===== config.mk =====
export PLATFORM = sky130hd
export DESIGN_NAME = rpn_stack_controller
export DESIGN_NICKNAME = d
export VERILOG_FILES = /design/src/rtl/rpn_stack_controller_pkg.sv /design/src/rtl/rpn_stack_controller_bank.sv /design/src/rtl/rpn_stack_controller.sv
export SDC_FILE = /design/constraint.sdc
export NUM_CORES = 1
export LEC_CHECK = 0
export BUFFER_PORTS_ARGS = -buffer_cell sky130_fd_sc_hd__buf_2
export CAP_MARGIN = 20
export CORE_UTILIZATION = 30
export CTS_CLUSTER_SIZE = 10
export DETAILED_ROUTE_END_ITERATION = 10
export PLACE_DENSITY = 0.58
export SYNTH_ARGS = -nofsm -noshare
export SYNTH_HDL_FRONTEND = slang
export SYNTH_SLANG_ARGS = --single-unit

===== constraint.sdc =====
create_clock -name clk -period 4.24 [get_ports clk]
set_input_delay 0.848 -clock clk [delete_from_list [all_inputs] [get_ports clk]]
set_output_delay 0.848 -clock clk [all_outputs]
set_load 0.05 [all_outputs]

===== src/rtl/rpn_stack_controller_pkg.sv =====
// Shared encodings for the RPN calculator: command types, error codes,
// sequencer states and ALU opcodes (shared with the ALU decoder).
package rpn_stack_controller_pkg;

  typedef enum logic [1:0] {
    CMD_PUSH  = 2'b00,
    CMD_OP    = 2'b01,
    CMD_DROP  = 2'b10,
    CMD_CLEAR = 2'b11
  } cmd_e;

  typedef enum logic [1:0] {
    ERR_NONE      = 2'b00,
    ERR_OVERFLOW  = 2'b01,
    ERR_UNDERFLOW = 2'b10
  } err_e;

  typedef enum logic [1:0] {
    ST_IDLE = 2'd0,
    ST_EXEC = 2'd1,
    ST_WB   = 2'd2
  } state_e;

  localparam int unsigned ALU_OPW = 3;

  localparam logic [ALU_OPW-1:0] ALU_ADD    = 3'd0;
  localparam logic [ALU_OPW-1:0] ALU_SUB    = 3'd1;
  localparam logic [ALU_OPW-1:0] ALU_AND    = 3'd2;
  localparam logic [ALU_OPW-1:0] ALU_OR     = 3'd3;
  localparam logic [ALU_OPW-1:0] ALU_XOR    = 3'd4;
  localparam logic [ALU_OPW-1:0] ALU_PASS_A = 3'd5;

endpackage


===== src/rtl/rpn_stack_controller_bank.sv =====
// Operand stack storage: DEPTH x WIDTH registers with per-entry load
// enables, synchronous clear, asynchronous reset, and read ports for the
// top and second entries given the current stack pointer.
module rpn_stack_bank #(
  parameter int unsigned WIDTH = 8,
  parameter int unsigned DEPTH = 4
) (
  input  logic                       clk,
  input  logic                       rst_n,
  input  logic                       clear,
  input  logic                       wr_en,
  input  logic [$clog2(DEPTH)-1:0]   wr_idx,
  input  logic [WIDTH-1:0]           wr_data,
  input  logic [$clog2(DEPTH+1)-1:0] sp,
  output logic [WIDTH-1:0]           top_data,
  output logic [WIDTH-1:0]           second_data
);

  localparam int unsigned IW = $clog2(DEPTH);
  localparam int unsigned CW = $clog2(DEPTH+1);

  logic [WIDTH-1:0] mem [DEPTH];
  logic [DEPTH-1:0] load_en;

  // Decode the write index into one load enable per entry
  always_comb begin
    load_en = '0;
    for (int unsigned i = 0; i < DEPTH; i++) begin
      load_en[i] = wr_en && (wr_idx == IW'(i));
    end
  end

  // Entry registers: only enabled entries load, clear zeroes them all
  always_ff @(posedge clk or negedge rst_n) begin
    if (!rst_n) begin
      for (int unsigned i = 0; i < DEPTH; i++) mem[i] <= '0;
    end else if (clear) begin
      for (int unsigned i = 0; i < DEPTH; i++) mem[i] <= '0;
    end else begin
      for (int unsigned i = 0; i < DEPTH; i++) begin
        if (load_en[i]) mem[i] <= wr_data;
      end
    end
  end

  // Top and second reads; unoccupied positions read as zero
  always_comb begin
    top_data    = '0;
    second_data = '0;
    if (sp >= CW'(1)) top_data    = mem[IW'(sp - CW'(1))];
    if (sp >= CW'(2)) second_data = mem[IW'(sp - CW'(2))];
  end

endmodule


===== src/rtl/rpn_stack_controller.sv =====
// RPN calculator sequencer: accepts PUSH/OP/DROP/CLEAR over valid/ready,
// owns the stack pointer, and drives registered operands/opcode to the
// external combinational ALU, writing its result back as the new top.
module rpn_stack_controller
  import rpn_stack_controller_pkg::*;
#(
  parameter int unsigned WIDTH = 8,
  parameter int unsigned DEPTH = 4,
  parameter int unsigned OPW   = 3
) (
  input  logic                       clk,
  input  logic                       rst_n,
  input  logic                       cmd_valid,
  output logic                       cmd_ready,
  input  logic [1:0]                 cmd_type,
  input  logic [WIDTH-1:0]           cmd_data,
  input  logic [OPW-1:0]             cmd_op,
  output logic [WIDTH-1:0]           alu_a,
  output logic [WIDTH-1:0]           alu_b,
  output logic [OPW-1:0]             alu_op,
  input  logic [WIDTH-1:0]           alu_result,
  output logic [WIDTH-1:0]           top,
  output logic [$clog2(DEPTH+1)-1:0] depth_cnt,
  output logic                       full,
  output logic                       empty,
  output logic                       done,
  output logic [1:0]                 err
);

  localparam int unsigned IW = $clog2(DEPTH);
  localparam int unsigned CW = $clog2(DEPTH+1);

  state_e           state_q, state_d;
  logic [CW-1:0]    sp_q, sp_d;
  logic             ready_en_q;
  logic             done_q, done_d;
  err_e             err_q, err_d;
  logic             accept;
  logic             op_go;
  logic             load_ops;
  logic             wr_en;
  logic [IW-1:0]    wr_idx;
  logic [WIDTH-1:0] wr_data;
  logic             bank_clear;
  logic [WIDTH-1:0] top_data;
  logic [WIDTH-1:0] second_data;

  assign cmd_ready = ready_en_q && (state_q == ST_IDLE);
  assign accept    = cmd_valid && cmd_ready;
  assign full      = (sp_q == CW'(DEPTH));
  assign empty     = (sp_q == '0);
  assign op_go     = accept && (cmd_e'(cmd_type) == CMD_OP) && (sp_q >= CW'(2));
  assign depth_cnt = sp_q;
  assign top       = top_data;
  assign done      = done_q;
  assign err       = err_q;

  rpn_stack_bank #(
    .WIDTH (WIDTH),
    .DEPTH (DEPTH)
  ) u_bank (
    .clk         (clk),
    .rst_n       (rst_n),
    .clear       (bank_clear),
    .wr_en       (wr_en),
    .wr_idx      (wr_idx),
    .wr_data     (wr_data),
    .sp          (sp_q),
    .top_data    (top_data),
    .second_data (second_data)
  );

  // Sequencer state register
  always_ff @(posedge clk or negedge rst_n) begin
    if (!rst_n) state_q <= ST_IDLE;
    else        state_q <= state_d;
  end

  // Next-state: OP runs IDLE -> EXEC (ALU settle) -> WB -> IDLE
  always_comb begin
    state_d = state_q;
    case (state_q)
      ST_IDLE: if (op_go) state_d = ST_EXEC;
      ST_EXEC: state_d = ST_WB;
      ST_WB:   state_d = ST_IDLE;
      default: state_d = ST_IDLE;
    endcase
  end

  // Per-state command decode: stack writes, pointer update, status
  always_comb begin
    wr_en      = 1'b0;
    wr_idx     = '0;
    wr_data    = cmd_data;
    bank_clear = 1'b0;
    sp_d       = sp_q;
    done_d     = 1'b0;
    err_d      = err_q;
    load_ops   = 1'b0;
    case (state_q)
      ST_IDLE: begin
        if (accept) begin
          err_d = ERR_NONE;
          case (cmd_e'(cmd_type))
            CMD_PUSH: begin
              if (full) begin
                err_d = ERR_OVERFLOW;
              end else begin
                wr_en  = 1'b1;
                wr_idx = IW'(sp_q);
                sp_d   = sp_q + CW'(1);
                done_d = 1'b1;
              end
            end
            CMD_OP: begin
              if (sp_q < CW'(2)) err_d = ERR_UNDERFLOW;
              else               load_ops = 1'b1;
            end
            CMD_DROP: begin
              if (empty) begin
                err_d = ERR_UNDERFLOW;
              end else begin
                sp_d   = sp_q - CW'(1);
                done_d = 1'b1;
              end
            end
            CMD_CLEAR: begin
              bank_clear = 1'b1;
              sp_d       = '0;
              done_d     = 1'b1;
            end
            default: ;
          endcase
        end
      end
      ST_WB: begin
        wr_en   = 1'b1;
        wr_idx  = IW'(sp_q - CW'(2));
        wr_data = alu_result;
        sp_d    = sp_q - CW'(1);
        done_d  = 1'b1;
      end
      default: ;
    endcase
  end

  // Pointer, status and ALU operand registers; ready_en keeps the
  // handshake closed for the whole reset period
  always_ff @(posedge clk or negedge rst_n) begin
    if (!rst_n) begin
      sp_q       <= '0;
      ready_en_q <= 1'b0;
      done_q     <= 1'b0;
      err_q      <= ERR_NONE;
      alu_a      <= '0;
      alu_b      <= '0;
      alu_op     <= '0;
    end else begin
      sp_q       <= sp_d;
      ready_en_q <= 1'b1;
      done_q     <= done_d;
      err_q      <= err_d;
      if (load_ops) begin
        alu_a  <= second_data;
        alu_b  <= top_data;
        alu_op <= cmd_op;
      end
    end
  end

endmodule


# Yosys cells after proc, flatten, opt, wreduce, memory -nomap -nowiden
# Index checks and enable logic that the tools add are counted.
[totals] elab_cells=99 regBits=60 inputBits=24 out_inout_bits=36
[classes] bitwise=2 eq_ne=14 mux=44 order_cmp=5 reduce_logical=19 addsub=3
[op_table] operator="$mux W8" n=11
[op_table] operator="$bmux W8 S2" n=2
[op_table] operator="$mux W32" n=1
[op_table] operator="$mux W1" n=13
[op_table] operator="$mux W2" n=6
[op_table] operator="$eq A2 B2 Y1 const B" n=5
[op_table] operator="$reduce_bool A2 Y1" n=5
[op_table] operator="$mux W3" n=3
[op_table] operator="$pmux W3 S3" n=1
[op_table] operator="$logic_and A1 B1 Y1" n=8
[op_table] operator="$pmux W2 S2" n=2
[op_table] operator="$eq A2 B1 Y1 const B" n=3
[op_table] operator="$ge A3 B3 Y1 const B" n=2
[op_table] operator="$logic_not A2 Y1" n=3
[op_table] operator="$ne A3 B3 Y1 const B" n=2
[op_table] operator="$not A2 Y3" n=2
[op_table] operator="$pmux W2 S3" n=1
[op_table] operator="$pmux W3 S2" n=1
[op_table] operator="$reduce_and A5 Y1" n=1
[op_table] operator="$ne A2 B2 Y1 const B" n=2
[op_table] operator="$ne A4 B1 Y1 const B" n=1
[op_table] operator="$pmux W1 S2" n=2
[op_table] operator="$add A3 B1 Y3 const B" n=1
[op_table] operator="$eq A3 B3 Y1 const B" n=1
[op_table] operator="other kinds (8)" n=8

# Longest topological paths before layout
[depth] ltp_word=9 ltp_mapped=10 mapped_depth_nobuf=6

# Modules after synthesis
# A second synthesis with hierarchy kept.
[unflattened] cells_unflattened=271 hier_area_um2=3438.3
[modules_own_cells] module="rpn_stack_bank" seq_area_each_um2=800.8 area_each_um2=1901.8 cells_each=148 n_inst=1
[modules_own_cells] module="rpn_stack_controller" seq_area_each_um2=700.7 area_each_um2=1536.5 cells_each=123 n_inst=1

# Worst setup path after synthesis
# OpenSTA, ideal clock, no wires.
[synth_path] path_kind="register -> output" start="reg sp_q[0], in the netlist depth_cnt[0]" end="out top[5]" arrival_time_ns=3.180 required_time_ns=3.392 slack_ns=0.212 path_buffers=4 stages_incl_launch_ff=9 cell_sequence="dfrtp_1 buf_4 buf_4 buf_1 inv_1 ha_1 buf_2 mux4_2 nor2b_1"
[synth_between] elab_chain_cells=6 elab_cells_between_ends=7 cone_classes="add/sub: 1; order compare: 1; mux: 4; bitwise: 1"
[synth_rtl] element="start, declared" line="rpn_stack_controller.sv:34" rtl="logic [CW-1:0] sp_q, sp_d;"
[synth_rtl] element="start signal, assigned" line="rpn_stack_controller.sv:159" rtl="sp_q <= sp_d;"
[synth_rtl] element="$sub A3 B1 Y3" line="rpn_stack_controller_bank.sv:50" rtl="if (sp >= CW'(1)) top_data = mem[IW'(sp - CW'(1))];"
[synth_rtl] element="$not A2 Y3 (not written as such)" line="rpn_stack_controller_bank.sv:50"
[synth_rtl] element="$bmux W8 S2" line="rpn_stack_controller_bank.sv:50"
[synth_rtl] element="$mux W8 (not written as such) (2 in a row)" line="rpn_stack_controller_bank.sv:50"
[synth_rtl] element="$mux W8 *" line="rpn_stack_controller_bank.sv:50"
[synth_rtl] element="end, declared" line="rpn_stack_controller.sv:22" rtl="output logic [WIDTH-1:0] top,"
# Mark *: on every way between the ends. The rest lies on a longest branch, timed or not. The select of a mux whose other input is x is not followed.

# Worst setup path in the final report
[layout_path] start="reg sp_q[1], in the netlist depth_cnt[1]" end="out top[5]"
# Same word-level chain as after synthesis.

==> out/results.ini <==
[placement]
place_congestion = 0.766
hpwl_um = 5520
portBuffers = 59

[timing]
finalHoldViolCount = 0
rsz0062_at_grt = false
drv_slew = 0
tns_ns = 0
period_needed_ns = 3.20
min_period_over_period_pct = 75.5
tightestPinTransition_ns = 0.901
relSlewSlack_pct = 39.8
holdWs_ns = 0.386
finalSetupViolations = 0
max_freq_mhz = 312
fin_skew_ns = 0.00676

[floorplanning]
start_util_pct = 31.0
dieHeight_um = 108
rows = 38
die_area_um2 = 11700
core_area_um2 = 10900
ioPinCount = 60
die_w_um = 108

[final_layout]
multiInputGateArea_um2 = 1730
antenna_cells = 0
area_growth_syn_to_layout_pct = 20.2
drive_gt1_share_pct = 38.8
fillers = 1075
nets = 359
register_area_um2 = 1500

[detailed_routing]
routedWlPerCell_um = 17.7
via_per_inst = 5.30
firstDrtPassIters = 4
remaining_drc_errors = 0
via_count = 2475
antenna_left = 0
drt_iter0_drc = 237
finalWirelength_um = 8250

[status]
outcome = finished clean

[yosys]
ys_ff_latch = 60
async_reset_ff_share_pct = 100
synthFlopType = dfrtp_1
synthesis.nets = 306
yosysUniqueCellTypes = 49
synth_area_per_cell_um2 = 12.5
synth_cells = 271
synth_edf_count = 0
ys_seq_area_share_pct = 44.3
syn_area_um2 = 3390
yosys_warnings = 0

[power]
swShare_pct = 45.6
clkPwrFrac_pct = 20.6
comb_power_share_pct = 52.0
power.internal_mw = 1.92
p_leak_nw = 1.87
p_per_area_nw_per_um2 = 865
ir_drop_mv = 0.471
p_seq_share_pct = 27.4
p_switching_mw = 1.61
power_mw = 3.52

[clock_tree]
cts-buffers-inserted = 9
cts_tree = done
clk_pin_slew_ns = 0.05
cts_resized = 0
post-cts-setup-buffers = 0
hold_buffers = 0
clock_latency_ns = 0.33
cts-root-buf = clkbuf_16
clock-sinks = 60
cts_max_level = 3
clock_path_buffers = 2

[global_route]
grt-ovfl-total = 0
antenna_found_initial = 0
grt_pass1_vias = 2450
grt_max_degree = 42
grt_util_all_layers_pct = 15.2
grt_first_pass_wirelength_um = 13300

[critical_path]
critical_path_peak_fanout = 10
crit_type = reg -> out
end_kind = primary output
arrival_ns = 2.35
crit_required_ns = 3.39
start_kind = flop

[run]
cap_violations = 0

[min_path]
min_path_type = in -> async

cells in the mapped netlist, drive strengths merged (2+ instances only):
cell	n	area, um2
dfrtp	60	1500
nand2b	2	12.5
inv	5	18.8
nor4	2	27.5
and2	6	37.5
o32ai	2	36.3
nor3	2	10.0
buf	20	124
a211oi	31	233
ha	11	138
a21oi	33	165
nor2b	14	87.6
clkbuf	3	12.5
mux2i	8	80.1
mux2	23	259
o31ai	2	28.8
nand2	5	18.8
nor2	4	17.5
o21ai	2	10.0
mux4	16	360
layer usage:
layer,up-vias,GRT usage (%),part of all wire [%]
met5,-,0,0
met4,0,8.11,2.2
met3,16,3.38,5.9
met2,94,23.0,45
met1,1233,20.3,46
li1,1132,-,-
state kept, by name (all words and copies together), names as in the netlist:
| signal | flops |
|---|---|
| alu_a | 8 |
| done | 1 |
| alu_b | 8 |
| alu_op | 3 |
| ready_en_q | 1 |
| err | 2 |
| u_bank.mem | 32 |
| state_q | 2 |
| depth_cnt | 3 |
kinds of logic after synthesis:
| logic type | after synthesis | synth area share (%) |
|---|---|---|
| buf+inv | 28 | 4.58 |
| flops | 60 | 44.3 |
| compound gates | 82 | 18.2 |
| mux | 47 | 20.6 |
| other cells | 1 | 0.111 |
| simple gates | 42 | 8.09 |
| fa+ha+maj | 11 | 4.06 |
power by group through the flow:
| stage | Sequential [mW] | Combinational (mW) | Clock (mW) |
|---|---|---|---|
| finish | 0.967 | 1.83 | 0.726 |
| CTS | 0.964 | 1.84 | 0.737 |
| detailed placement | 0.968 | 1.84 | 0 |
| floorplan | 1.24 | 1.15 | 0 |
| global route | 0.998 | 1.96 | 0.764 |
| global placement | 0.960 | 1.82 | 0 |
per-stage QoR:
stage	cell area, um2	utilization (%)	cells	setup slack [ns]
floorplan	3390	-	271	0.212
global placement	3760	34.4	452	1.38
detailed placement	3760	34.4	452	1.33
CTS	4050	37.0	466	1.02
global route	4070	37.2	467	0.908
finish	4070	37.2	467	1.04
final timing paths:
kind                                    from              to  slack, ns  cells past startpoint
worst max-delay path            depth_cnt[1]          top[5]       1.04                      5
worst min-delay path                   rst_n    depth_cnt[2]       0.39                      1
worst max register to register    state_q[0]  u_bank.mem[29]       1.71                      4
worst min register to register        err[1]          err[1]       0.47                      2
max in group asynchronous              rst_n  u_bank.mem[25]       3.06                      3
min in group clk                      err[1]          err[1]       0.47                      2
critical path, cell delays in order (launching register included):
cell and delay (ns):
dfrtp_1 0.33, inv_1 0.09, ha_1 0.63, mux4_2 0.57, nor2b_1 0.15, buf_2 0.24
placed cells by master (no fill, tap or decap), types with 2 or more instances in the layout:
cell type  Yosys  final
inv_1          5      5
nor2b_1       14     14
clkbuf_8       0      2
nand2b_1       2      2
ha_1          11     11
mux4_2        16     16
buf_4          3      5
dfrtp_1       60     60
nand2_1        5      5
mux2i_1        8      8
and2_1         5      5
nor2_1         3      3
a21oi_1       33     33
clkbuf_16      0      9
nor3_1         2      2
buf_2         12     59
mux2_2        23     23
o21ai_0        2      2
a211oi_1      31     31
layout make-up:
| cell class | count | area share (%) |
|---|---|---|
| Multi-Input combinational cell | 183 | 42.5 |
| Inverter | 5 | 0.461 |
| Sequential cell | 60 | 36.9 |
| Clock buffer | 12 | 6.30 |
| Timing Repair Buffer | 65 | 8.67 |
| Tap cell | 140 | 4.30 |
| Clock inverter | 2 | 0.860 |
Note: power is estimated with default switching activity, not from simulation.
